### config.mk
export PLATFORM = sky130hd
export DESIGN_NAME = frame_compositor
export DESIGN_NICKNAME = d
export VERILOG_FILES = /design/src/rtl/tetris_pkg.sv /design/src/rtl/increment.sv /design/src/rtl/row_composer.sv /design/src/rtl/frame_compositor.sv
export SDC_FILE = /design/constraint.sdc
export NUM_CORES = 1
export LEC_CHECK = 0
export CORE_MARGIN = 2
export CORE_UTILIZATION = 57
export CTS_CLUSTER_DIAMETER = 200
export CTS_CLUSTER_SIZE = 10
export DETAILED_ROUTE_END_ITERATION = 12
export DONT_BUFFER_PORTS = 1
export PLACE_DENSITY = 0.75
export SETUP_SLACK_MARGIN = 0.3
export SYNTH_ARGS = -nofsm -noshare
export SYNTH_HDL_FRONTEND = slang
export SYNTH_HIERARCHICAL = 1
export SYNTH_SLANG_ARGS = --single-unit
### constraint.sdc
create_clock -name clk -period 3.1 [get_ports clk]
set_clock_uncertainty 0.05 [all_clocks]
set_input_delay 0.62 -clock clk [delete_from_list [all_inputs] [get_ports clk]]
set_output_delay 0.62 -clock clk [all_outputs]
set_load 0.03 [all_outputs]
### src/rtl/tetris_pkg.sv
// Shared types and constants for the Tetris display path.
// Row/frame/coordinate typedefs, board geometry, and the compositor FSM states.
package tetris_pkg;
  typedef logic [7:0]      row_t;
  typedef logic [7:0][7:0] frame_t;   // [row][col]
  typedef logic [2:0]      coord_t;

  localparam int ROWS        = 8;
  localparam int COLS        = 8;
  localparam int PIECE_CELLS = 4;

  typedef enum logic [1:0] {IDLE, BUILD, WAIT_SWAP} comp_state_t;
endpackage

### src/rtl/increment.sv
// Generic +1 incrementer, wraps modulo 2^WIDTH.
//   a_i : value in
//   y_o : a_i + 1
module increment #(
  parameter int WIDTH = 3
) (
  input  logic [WIDTH-1:0] a_i,
  output logic [WIDTH-1:0] y_o
);
  assign y_o = a_i + WIDTH'(1);
endmodule

### src/rtl/row_composer.sv
// Combinational composition of one display row.
//   row_i        : row index being composed
//   locked_i     : settled cells of that row -> green plane
//   piece_*_i    : active piece cells; a cell on this row lights red
//   flash_i      : row is being cleared
//   phase_i      : blink phase; a flashing row is blanked while phase is 1
//   red_o/green_o: composed row planes
module row_composer
  import tetris_pkg::*;
(
  input  logic [2:0]      row_i,
  input  logic [7:0]      locked_i,
  input  logic [3:0][2:0] piece_x_i,
  input  logic [3:0][2:0] piece_y_i,
  input  logic [3:0]      piece_mask_i,
  input  logic            flash_i,
  input  logic            phase_i,
  output logic [7:0]      red_o,
  output logic [7:0]      green_o
);
  row_t piece;
  logic blank;

  // Duplicate piece cells simply set the same bit twice.
  always_comb begin
    piece = '0;
    for (int i = 0; i < PIECE_CELLS; i++)
      if (piece_mask_i[i] && piece_y_i[i] == row_i) piece[piece_x_i[i]] = 1'b1;
  end

  assign blank   = flash_i & phase_i;
  // Red and green both set on a cell is the amber collision indicator.
  assign red_o   = blank ? '0 : piece;
  assign green_o = blank ? '0 : locked_i;
endmodule

### src/rtl/frame_compositor.sv
// Composes the red/green 8x8 frame for led_matrix_driver from game state.
// A start in IDLE snapshots the game state, BUILD writes one back-buffer row
// per clock, and WAIT_SWAP copies back->front on the driver's frame_sync so a
// scan never sees a half-built frame.
//   clk, reset_n            : clock, async active-low reset
//   start                   : compose request (only honoured in IDLE)
//   frame_sync              : driver wrap pulse, swap point
//   locked/piece_*/flash_rows : game state inputs
//   busy                    : BUILD or WAIT_SWAP
//   frame_done              : one-cycle pulse after a swap
//   red_array/green_array   : front buffer planes, [row][col]
module frame_compositor
  import tetris_pkg::*;
#(
  parameter int BLINK_LOG2 = 2
) (
  input  logic            clk,
  input  logic            reset_n,
  input  logic            start,
  input  logic            frame_sync,
  input  logic [7:0][7:0] locked,
  input  logic [3:0][2:0] piece_x,
  input  logic [3:0][2:0] piece_y,
  input  logic [3:0]      piece_mask,
  input  logic [7:0]      flash_rows,
  output logic            busy,
  output logic            frame_done,
  output logic [7:0][7:0] red_array,
  output logic [7:0][7:0] green_array
);
  typedef logic [BLINK_LOG2:0] fcnt_t;

  comp_state_t     state_q;
  coord_t          row_q, row_d;
  fcnt_t           fcnt_q;
  frame_t          locked_q, back_r_q, back_g_q, front_r_q, front_g_q;
  logic [3:0][2:0] px_q, py_q;
  logic [3:0]      pm_q;
  row_t            flash_q;
  logic            phase_q, done_q;
  row_t            row_red, row_grn;

  increment #(.WIDTH(3)) u_row_inc (.a_i(row_q), .y_o(row_d));

  // Composition reads only the snapshot, never the live inputs.
  row_composer u_row (
    .row_i       (row_q),
    .locked_i    (locked_q[row_q]),
    .piece_x_i   (px_q),
    .piece_y_i   (py_q),
    .piece_mask_i(pm_q),
    .flash_i     (flash_q[row_q]),
    .phase_i     (phase_q),
    .red_o       (row_red),
    .green_o     (row_grn)
  );

  always_ff @(posedge clk or negedge reset_n) begin
    if (!reset_n) begin
      state_q   <= IDLE;
      row_q     <= '0;
      fcnt_q    <= '0;
      locked_q  <= '0;
      px_q      <= '0;
      py_q      <= '0;
      pm_q      <= '0;
      flash_q   <= '0;
      phase_q   <= 1'b0;
      back_r_q  <= '0;
      back_g_q  <= '0;
      front_r_q <= '0;
      front_g_q <= '0;
      done_q    <= 1'b0;
    end else begin
      done_q <= 1'b0;
      case (state_q)
        IDLE: if (start) begin
          locked_q <= locked;
          px_q     <= piece_x;
          py_q     <= piece_y;
          pm_q     <= piece_mask;
          flash_q  <= flash_rows;
          phase_q  <= fcnt_q[BLINK_LOG2];
          row_q    <= '0;
          state_q  <= BUILD;
        end
        BUILD: begin
          back_r_q[row_q] <= row_red;
          back_g_q[row_q] <= row_grn;
          row_q           <= row_d;
          if (row_q == 3'd7) state_q <= WAIT_SWAP;
        end
        WAIT_SWAP: if (frame_sync) begin
          front_r_q <= back_r_q;
          front_g_q <= back_g_q;
          fcnt_q    <= fcnt_q + fcnt_t'(1);
          done_q    <= 1'b1;
          state_q   <= IDLE;
        end
        default: state_q <= IDLE;
      endcase
    end
  end

  assign busy        = (state_q != IDLE);
  assign frame_done  = done_q;
  assign red_array   = front_r_q;
  assign green_array = front_g_q;
endmodule

# Yosys cells after proc, flatten, opt, wreduce, memory -nomap -nowiden
# Index checks and enable logic that the tools add are counted.
[word_totals] input_bits=104 out_inout_bits=130 latch_bits=0 word_cells=127 ff_bits=366 romBits=0 memories=0 ram_bits=0
[classes] add_sub_neg=2 multipliers=0 n_reduce_logical=16 n_mux=30 eq_ne=10 shifts=0 n_lt_le_gt_ge=10 bitwise_logic=4 div_mod_pow=0
[op_table] cell="$bwmux 64" n=2
[op_table] cell="$mux 8" n=8
[op_table] cell="$bmux 8 s3" n=1
[op_table] cell="$demux 8 s3" n=1
[op_table] cell="$or 8x8->8" n=3
[op_table] cell="$lt 3x4->1 const B" n=5
[op_table] cell="$ge 3x1->1 const B" n=5
[op_table] cell="$demux 1 s3" n=4
[op_table] cell="$eq 3x3->1" n=4
[op_table] cell="$logic_and 1x1->1" n=9
[op_table] cell="$mux 1" n=7
[op_table] cell="$add 3x1->3 const B" n=2
[op_table] cell="$mux 2" n=3
[op_table] cell="$ne 2x2->1 const B" n=3
[op_table] cell="$pmux 2 s3" n=1
[op_table] cell="$pmux 3 s2" n=1
[op_table] cell="$reduce_and 2->1" n=3
[op_table] cell="$reduce_bool 2->1" n=2
[op_table] cell="$bmux 1 s3" n=1
[op_table] cell="$eq 3x3->1 const B" n=1
[op_table] cell="$mux 3" n=1
[op_table] cell="$reduce_and 3->1" n=1
[op_table] cell="$eq 2x1->1 const B" n=1
[op_table] cell="$eq 2x2->1 const B" n=1
[op_table] cell="2 further kinds" n=2

# Longest topological paths before layout
# Gate-level depths: netlist (run 1).
[depth] word_depth=13 ltp_mapped=12 depth_no_buf=10

# Cells and area by module
# The synthesis (run 1) kept the hierarchy.
[modules_own_cells] module="frame_compositor" area_each_um2=14326.2 seq_area_each_um2=9158.8 cells_per_inst=1139 n_inst=1
[modules_own_cells] module="row_composer" area_each_um2=536.8 seq_area_each_um2=0.0 cells_per_inst=79 n_inst=1
[modules_own_cells] module="increment" area_each_um2=25.0 seq_area_each_um2=0.0 cells_per_inst=3 n_inst=1

# Least setup slack after synthesis (run 1)
# No wires, ideal clock.
[synth_path] kind="reg-to-reg" start="reg row_q[1]" end="reg back_r_q[40] in the netlist's numbering" required_ps=2982 setup_ps=68 stages_incl_launch_ff=11 t_arrival_ps=3136 period_less_slack_ps=3254 path_slack_ps=-154 path_buffers=2 cell_sequence="dfrtp_1 buf_2 mux2_2 a221o_1 a221o_1 nand2_1 clkbuf_1 and3_2 nand3b_1 o311ai_1 mux2_2"
[synth_between] elab_chain_len=11 elab_cells_between_ends=25 cone_classes="order compare: 2; eq/ne: 4; mux: 10; bitwise: 4; reduce/logical: 5"
[synth_lines] element="start: declaration" line_no="frame_compositor.sv:34" text="coord_t row_q, row_d;"
[synth_lines] element="start signal: assignment" line_no="frame_compositor.sv:90" text="row_q <= row_d;"
[synth_lines] element="$eq 3x3->1" line_no="row_composer.sv:28" text="if (piece_mask_i[i] && piece_y_i[i] == row_i) piece[piece_x_i[i]] = 1'b1;"
[synth_lines] element="$logic_and 1x1->1" line_no="row_composer.sv:28"
[synth_lines] element="$mux 8" line_no="row_composer.sv:28"
[synth_lines] element="$or 8x8->8 (no line)"
[synth_lines] element="$mux 8" line_no="row_composer.sv:28"
[synth_lines] element="$or 8x8->8 (no line)"
[synth_lines] element="$mux 8" line_no="row_composer.sv:28"
[synth_lines] element="$or 8x8->8 (no line)"
[synth_lines] element="$mux 8" line_no="row_composer.sv:28"
[synth_lines] element="$mux 8 (*)" line_no="row_composer.sv:33" text="assign red_o = blank ? '0 : piece;"
[synth_lines] element="net row_red[0]" line_no="frame_compositor.sv:41" text="row_t row_red, row_grn;"
[synth_lines] element="$bwmux 64 (*)" line_no="frame_compositor.sv:88" text="back_r_q[row_q] <= row_red;"
[synth_lines] element="end signal: indexed assignment" line_no="frame_compositor.sv:88"
[synth_lines] element="end: declaration" line_no="frame_compositor.sv:36" text="frame_t locked_q, back_r_q, back_g_q, front_r_q, front_g_q;"
# The timed path passes the listed nets; every way through them passes the cells marked *. The select of a mux whose other input is x is not followed.
# A chain may end at the register's enable or synchronous reset.

# Worst setup path after layout (run 1)
[layout_path] start="reg row_q[1]" end="reg back_r_q[56] in the netlist's numbering"
# Same word-level chain as after synthesis.

==> impl_metrics.env, run 1 <==
export IMPL_synthCells=1221
export IMPL_maxSlewViolCount=0
export IMPL_fin_setup_tns_ns=0
export IMPL_max_cap_viol_count=0
export IMPL_path_clk_slew_ns=0.06
export IMPL_rsz0062_at_grt="yes"
export IMPL_syn_area_mm2=0.0149
export IMPL_setup_slack_ns=0.245
export IMPL_ys_warnings_count=6
export IMPL_drc=0
export IMPL_routed_wirelength_um=34000
export IMPL_place_ws_ns=0.0242
export IMPL_fin_cells=1579
export IMPL_synth_area_leaders="dfrtp_1 (62%), mux2_2 (17%), nand2_1 (10%), mux4_2 (1.2%), mux2_4 (1.0%)"
export IMPL_final_util=0.649
export IMPL_grtUsageTotal=0.250
export IMPL_dp_hpwl_um=21200
export IMPL_grt_overflow_total=0
export IMPL_clock_latency_ns=0.54
export IMPL_peakVddDrop_v=0.000758
export IMPL_drt_wirelength_per_cell_um=21.5
export IMPL_wl_met2_um=16500
export IMPL_start_util=0.576
export IMPL_seq_area_frac_synth=0.615
export IMPL_async_flop_share=1.00
export IMPL_period_share=0.921
export IMPL_tightest_slew_ns=0.721
export IMPL_clockRootBuffer="clkbuf_16"
export IMPL_crit_fanout=7
export IMPL_met1Wirelength_um=14300
export IMPL_coreArea_mm2=0.0258
export IMPL_viasPerCell=5.74
export IMPL_dp_cells=1519
export IMPL_whs_ns=-0.250
export IMPL_worstPathArrival_ns=3.28
export IMPL_final_nets=1343
export IMPL_vias=9071
export IMPL_cp_end_kind="flop"
export IMPL_htreeDepth=2
export IMPL_slew_headroom=0.519
export IMPL_synth_fp_nets=1327
export IMPL_run_status="finished with violations"
export IMPL_max_freq_ghz=0.350
export IMPL_hold_viol_final=366
export IMPL_first_pass_iters=5
export IMPL_ys_flop_type="dfrtp_1"
export IMPL_grt_pass1_wl_um=54500
export IMPL_detail_route_antenna_nets=0
export IMPL_synth_largest_area_cell="dfrtp_1"
export IMPL_die_area_mm2=0.0274
export IMPL_antenna_found_initial=4
export IMPL_setup_viol=0
export IMPL_grt_pass1_vias=9645
export IMPL_crit_required_ns=3.53
export IMPL_cp_start_kind="flop"
export IMPL_dr_wl_met3_um=2300
export IMPL_hp_class="input port to async pin"
export IMPL_die_h_um=166
export IMPL_numPortBuffers=0
export IMPL_drt_first_iter_violations=703
export IMPL_rows=59
export IMPL_power_density_mw_per_mm2=1100
export IMPL_clock_sinks=366
export IMPL_cts_buffers=42
export IMPL_ys_types=60
export IMPL_finalCriticalPeriod_ns=2.86
export IMPL_io_pins=234
export IMPL_die_x_um=166
export IMPL_synthToLayoutAreaGrowth_pct=12.6
export IMPL_p_leak_uw=0.00823
export IMPL_grt_max_degree=367
export IMPL_worstSetupPathType="flop to flop"
export IMPL_gp_congestion=0.802
export IMPL_synth_edf_count=0
export IMPL_clk_path_buf_depth=3
export IMPL_synth_seq_cells=366
export IMPL_failed_checks="hold timing"
export IMPL_drive_gt1_frac=0.287
export IMPL_syn_area_per_cell_um2=12.2
export IMPL_cts_tree="yes"
export IMPL_route_top_layer_used="met4"
export IMPL_synth_top_area_frac=0.615
[what timing repair did]
item | CTS | global route
pin swaps | 7 | 4
endpoints found under the setup margin | 57 | 68
setup buffers | 6 | 3
endpoints found under the hold margin | 366 | 366
resized for setup | 9 | 18
[critical path, cell delays in order (launching register included)]
cell      delay [ns]
dfrtp_2         0.44
mux2_4          0.30
a221o_1         0.32
a221o_1         0.34
nand2_4         0.12
or3b_4          0.43
o32a_1          0.36
o311ai_4        0.09
buf_6           0.18
mux2_4          0.15
[synth_stat cells, drive strengths merged (5+ instances only)]
library cell and n:
inv 8, o21ai 7, clkbuf 31, nand3 5, nand2 416, and2 10, a21oi 6, nor2 13
buf 30, mux2 233, xnor2 12, and3 5, dfrtp 366, mux2i 8, mux4 8
[registers in the layout, indices dropped and copies added, names as in the netlist]
signal	flops
back_g_q	64
back_r_q	64
green_array	64
locked_q	64
red_array	64
px_q	12
py_q	12
flash_q	8
pm_q	4
fcnt_q	3
row_q	3
state_q	2
frame_done	1
phase_q	1
[layout by cell type (no fill, tap or decap), drive strengths merged, types with 5 or more instances in the layout]
cell type  instances
nand2            416
mux4               8
a21oi              6
nor2              13
dfrtp            366
and3               5
o21ai              7
nand3              5
buf               33
and2              10
inv                9
clkbuf            43
mux2i              8
xnor2             12
mux2             233
[cell families (layout without fill, tap and decap cells)]
kind of cell,Yosys count,in the layout,share of synthesized area
simple gates,473,473,0.130
flops,366,366,0.615
mux,249,249,0.196
buf+inv,71,90,0.0255
compound gates,45,45,0.0223
xor+xnor,15,15,0.00933
fa+ha+maj,2,2,0.00168
other cells,0,4,0
[metrics by stage]
stage	total power, µW	cell area, µm²
floorplan	12400	15100
global placement	13700	15400
detailed placement	13900	15400
CTS	18400	16600
global route	19400	16800
finish	18400	16800
[final timing paths]
kind	from	end	slack [ns]	depth (start not counted)
min reg2reg	back_r_q[40]$_DFFE_PN0P_	red_array[40]$_DFFE_PN0P_	0.41	2
min in group clk	frame_sync	state_q[1]$_DFFE_PN0P_	0.13	1
max in group asynchronous	reset_n	back_g_q[7]$_DFFE_PN0P_	2.78	0
max	row_q[1]$_DFFE_PN0P_	back_r_q[56]$_DFFE_PN0P_	0.24	9
max reg2reg	row_q[1]$_DFFE_PN0P_	back_r_q[56]$_DFFE_PN0P_	0.24	9
min	reset_n	green_array[22]$_DFFE_PN0P_	-0.25	0
[where the power goes]
group | total (µW) | switching [µW] | internal [µW] | leakage [µW]
Clock | 4300 | 1800 | 2500 | 0.000558
Sequential | 8720 | 2070 | 6650 | 0.00476
Combinational | 5400 | 2640 | 2760 | 0.00291
[final cells by class]
class	count	area (µm²)
Sequential cell	366	9160
Clock inverter	4	92.6
Timing Repair Buffer	33	339
Clock buffer	43	1050
Fill cell	1939	9080
Antenna cell	4	10.0
Inverter	10	40.0
Tap cell	335	419
Multi-Input combinational cell	784	5640
[routing by layer]
layer,global-route usage,vias up
met3,0.0712,71
met1,0.330,4654
li1,-,4081
met5,0,-
met2,0.407,265
met4,0.0760,0
Note: power is estimated with default switching activity, not from simulation.
==> run 2, diff against run 1 <==
TNS_END_PERCENT = 1   (was unset)
==> impl_metrics.env, run 2 (synthesis gave the netlist of run 1 again) <==
export IMPL_crit_fanout=8
export IMPL_coreArea_mm2=0.0258
export IMPL_drc=0
export IMPL_comb_power_share=0.288
export IMPL_synthToLayoutAreaGrowth_pct=11.7
export IMPL_path_clk_slew_ns=0.06
export IMPL_whs_ns=-0.247
export IMPL_crit_required_ns=3.52
export IMPL_grt_max_degree=367
export IMPL_peakVddDrop_v=0.000757
export IMPL_switching_share=0.352
export IMPL_power_share_clock=0.235
export IMPL_regArea_mm2=0.00916
export IMPL_seqPwrFrac=0.477
export IMPL_cp_start_kind="flop"
export IMPL_final_nets=1339
export IMPL_drt_first_iter_violations=729
export IMPL_finalCriticalPeriod_ns=2.85
export IMPL_drive_gt1_frac=0.282
export IMPL_p_total_uw=18200
export IMPL_failed_checks="hold timing"
export IMPL_mostFrequentLayoutCell="nand2_1"
export IMPL_run_status="finished with violations"
export IMPL_p_int_uw=11800
export IMPL_power_density_mw_per_mm2=1100
export IMPL_hp_class="input port to async pin"
export IMPL_rsz0062_at_grt="yes"
export IMPL_drt_wirelength_per_cell_um=21.3
export IMPL_htreeDepth=2
export IMPL_grt_overflow_total=0
export IMPL_grt_pass1_wl_um=54300
export IMPL_nFillCells=1968
export IMPL_die_h_um=166
export IMPL_maxSlewViolCount=0
export IMPL_die_x_um=166
export IMPL_max_cap_viol_count=0
export IMPL_worstPathArrival_ns=3.27
export IMPL_period_share=0.919
export IMPL_max_freq_ghz=0.351
export IMPL_numPortBuffers=0
export IMPL_regToRegStartpoint="row_q[1]$_DFFE_PN0P_"
export IMPL_die_area_mm2=0.0274
export IMPL_layout_common_cells="nand2_1 (412), dfrtp_1 (364), mux2_2 (201)"
export IMPL_p_leak_uw=0.00818
export IMPL_setup_viol=0
export IMPL_dpl_cell_area_mm2=0.0154
export IMPL_dp_hpwl_um=21200
export IMPL_clock_latency_ns=0.53
export IMPL_routed_wirelength_um=33600
export IMPL_clockRootBuffer="clkbuf_16"
export IMPL_fin_setup_tns_ns=0
export IMPL_multi_input_area_mm2=0.00556
export IMPL_cts_tree="yes"
export IMPL_cts_buffers=42
export IMPL_viasPerCell=5.73
export IMPL_finalInstanceArea_mm2=0.0166
export IMPL_gp_congestion=0.802
export IMPL_io_pins=234
export IMPL_clk_path_buf_depth=3
export IMPL_grtUsageTotal=0.249
export IMPL_start_util=0.576
export IMPL_cp_end_kind="flop"
export IMPL_detail_route_antenna_nets=0
export IMPL_clock_sinks=366
export IMPL_crit_path_start="row_q[1]$_DFFE_PN0P_"
export IMPL_grt_pass1_vias=9615
export IMPL_worstSetupPathType="flop to flop"
export IMPL_rows=59
export IMPL_tightest_slew_ns=0.871
export IMPL_power_switching_uw=6430
export IMPL_first_pass_iters=4
export IMPL_hold_viol_final=366
export IMPL_slew_headroom=0.420
export IMPL_antenna_found_initial=4
export IMPL_vias=9031
-- run 2: cell count changes in the layout (fill, tap and decap cells not counted), moves of 2 or more --
cell     delta
mux2_2     +10
a211o_4     -2
mux2_4     -10
buf_4       -2
a211o_2     +2
-- run 2: final cells by class --
cell class | count | area share
diodes | 4 | 0.000602
clock buffers | 43 | 0.0634
clock inverters | 4 | 0.00557
inverters | 10 | 0.00241
multi-input cells | 784 | 0.334
flip-flops and latches | 366 | 0.551
well taps | 335 | 0.0252
repair buffers | 29 | 0.0176
-- run 2: worst paths after layout --
| path | end | slack (ns) | cells past startpoint |
|---|---|---|---|
| max in group asynchronous | green_array[2]$_DFFE_PN0P_ | 2.54 | 0 |
| max reg2reg | back_r_q[56]$_DFFE_PN0P_ | 0.25 | 8 |
| min reg2reg | green_array[0]$_DFFE_PN0P_ | 0.41 | 2 |
| max | back_r_q[56]$_DFFE_PN0P_ | 0.25 | 8 |
| min in group clk | state_q[1]$_DFFE_PN0P_ | 0.13 | 1 |
| min | green_array[22]$_DFFE_PN0P_ | -0.25 | 0 |
-- run 2: critical path: stages (launching register included) --
cell	delay, ns
dfrtp_2	0.44
mux2_4	0.30
a221o_1	0.32
a221o_1	0.31
nand2_2	0.15
or3b_4	0.43
o32a_1	0.36
o311ai_4	0.17
mux2_2	0.25
-- run 2: through the flow --
stage                     instances  worst slack (ns)  utilization
after floorplan                1221             0.261            -
after global placement         1519             0.162        0.595
after detailed placement       1519            0.0242        0.595
after CTS                      1567            0.0383        0.640
after global routing           1573             0.123        0.643
final                          1575             0.252        0.644
-- run 2: power by group through the flow --
stage,combinational (µW),clock [µW],sequential (µW)
after detailed placement,5150,0,8750
after global placement,4990,0,8690
final,5250,4280,8710
after floorplan,4030,0,8330
after global routing,5690,4590,8940
after CTS,5190,4370,8710
-- run 2: routing by layer --
layer  vias to the layer above  global-route usage  share of wire
met5                         -                   0              0
met4                         0              0.0733          0.026
met3                        69              0.0707          0.069
met2                       270               0.405           0.49
met1                      4614               0.329           0.42
li1                       4078                   -              -
-- run 2: repair_timing --
| action | CTS | global route |
|---|---|---|
| endpoints found under the hold margin | 366 | 366 |
| setup endpoints to repair | 57 | 64 |
| gates resized for setup | 0 | 8 |
| setup buffers | 1 | 4 |
| pin swaps | 1 | 5 |
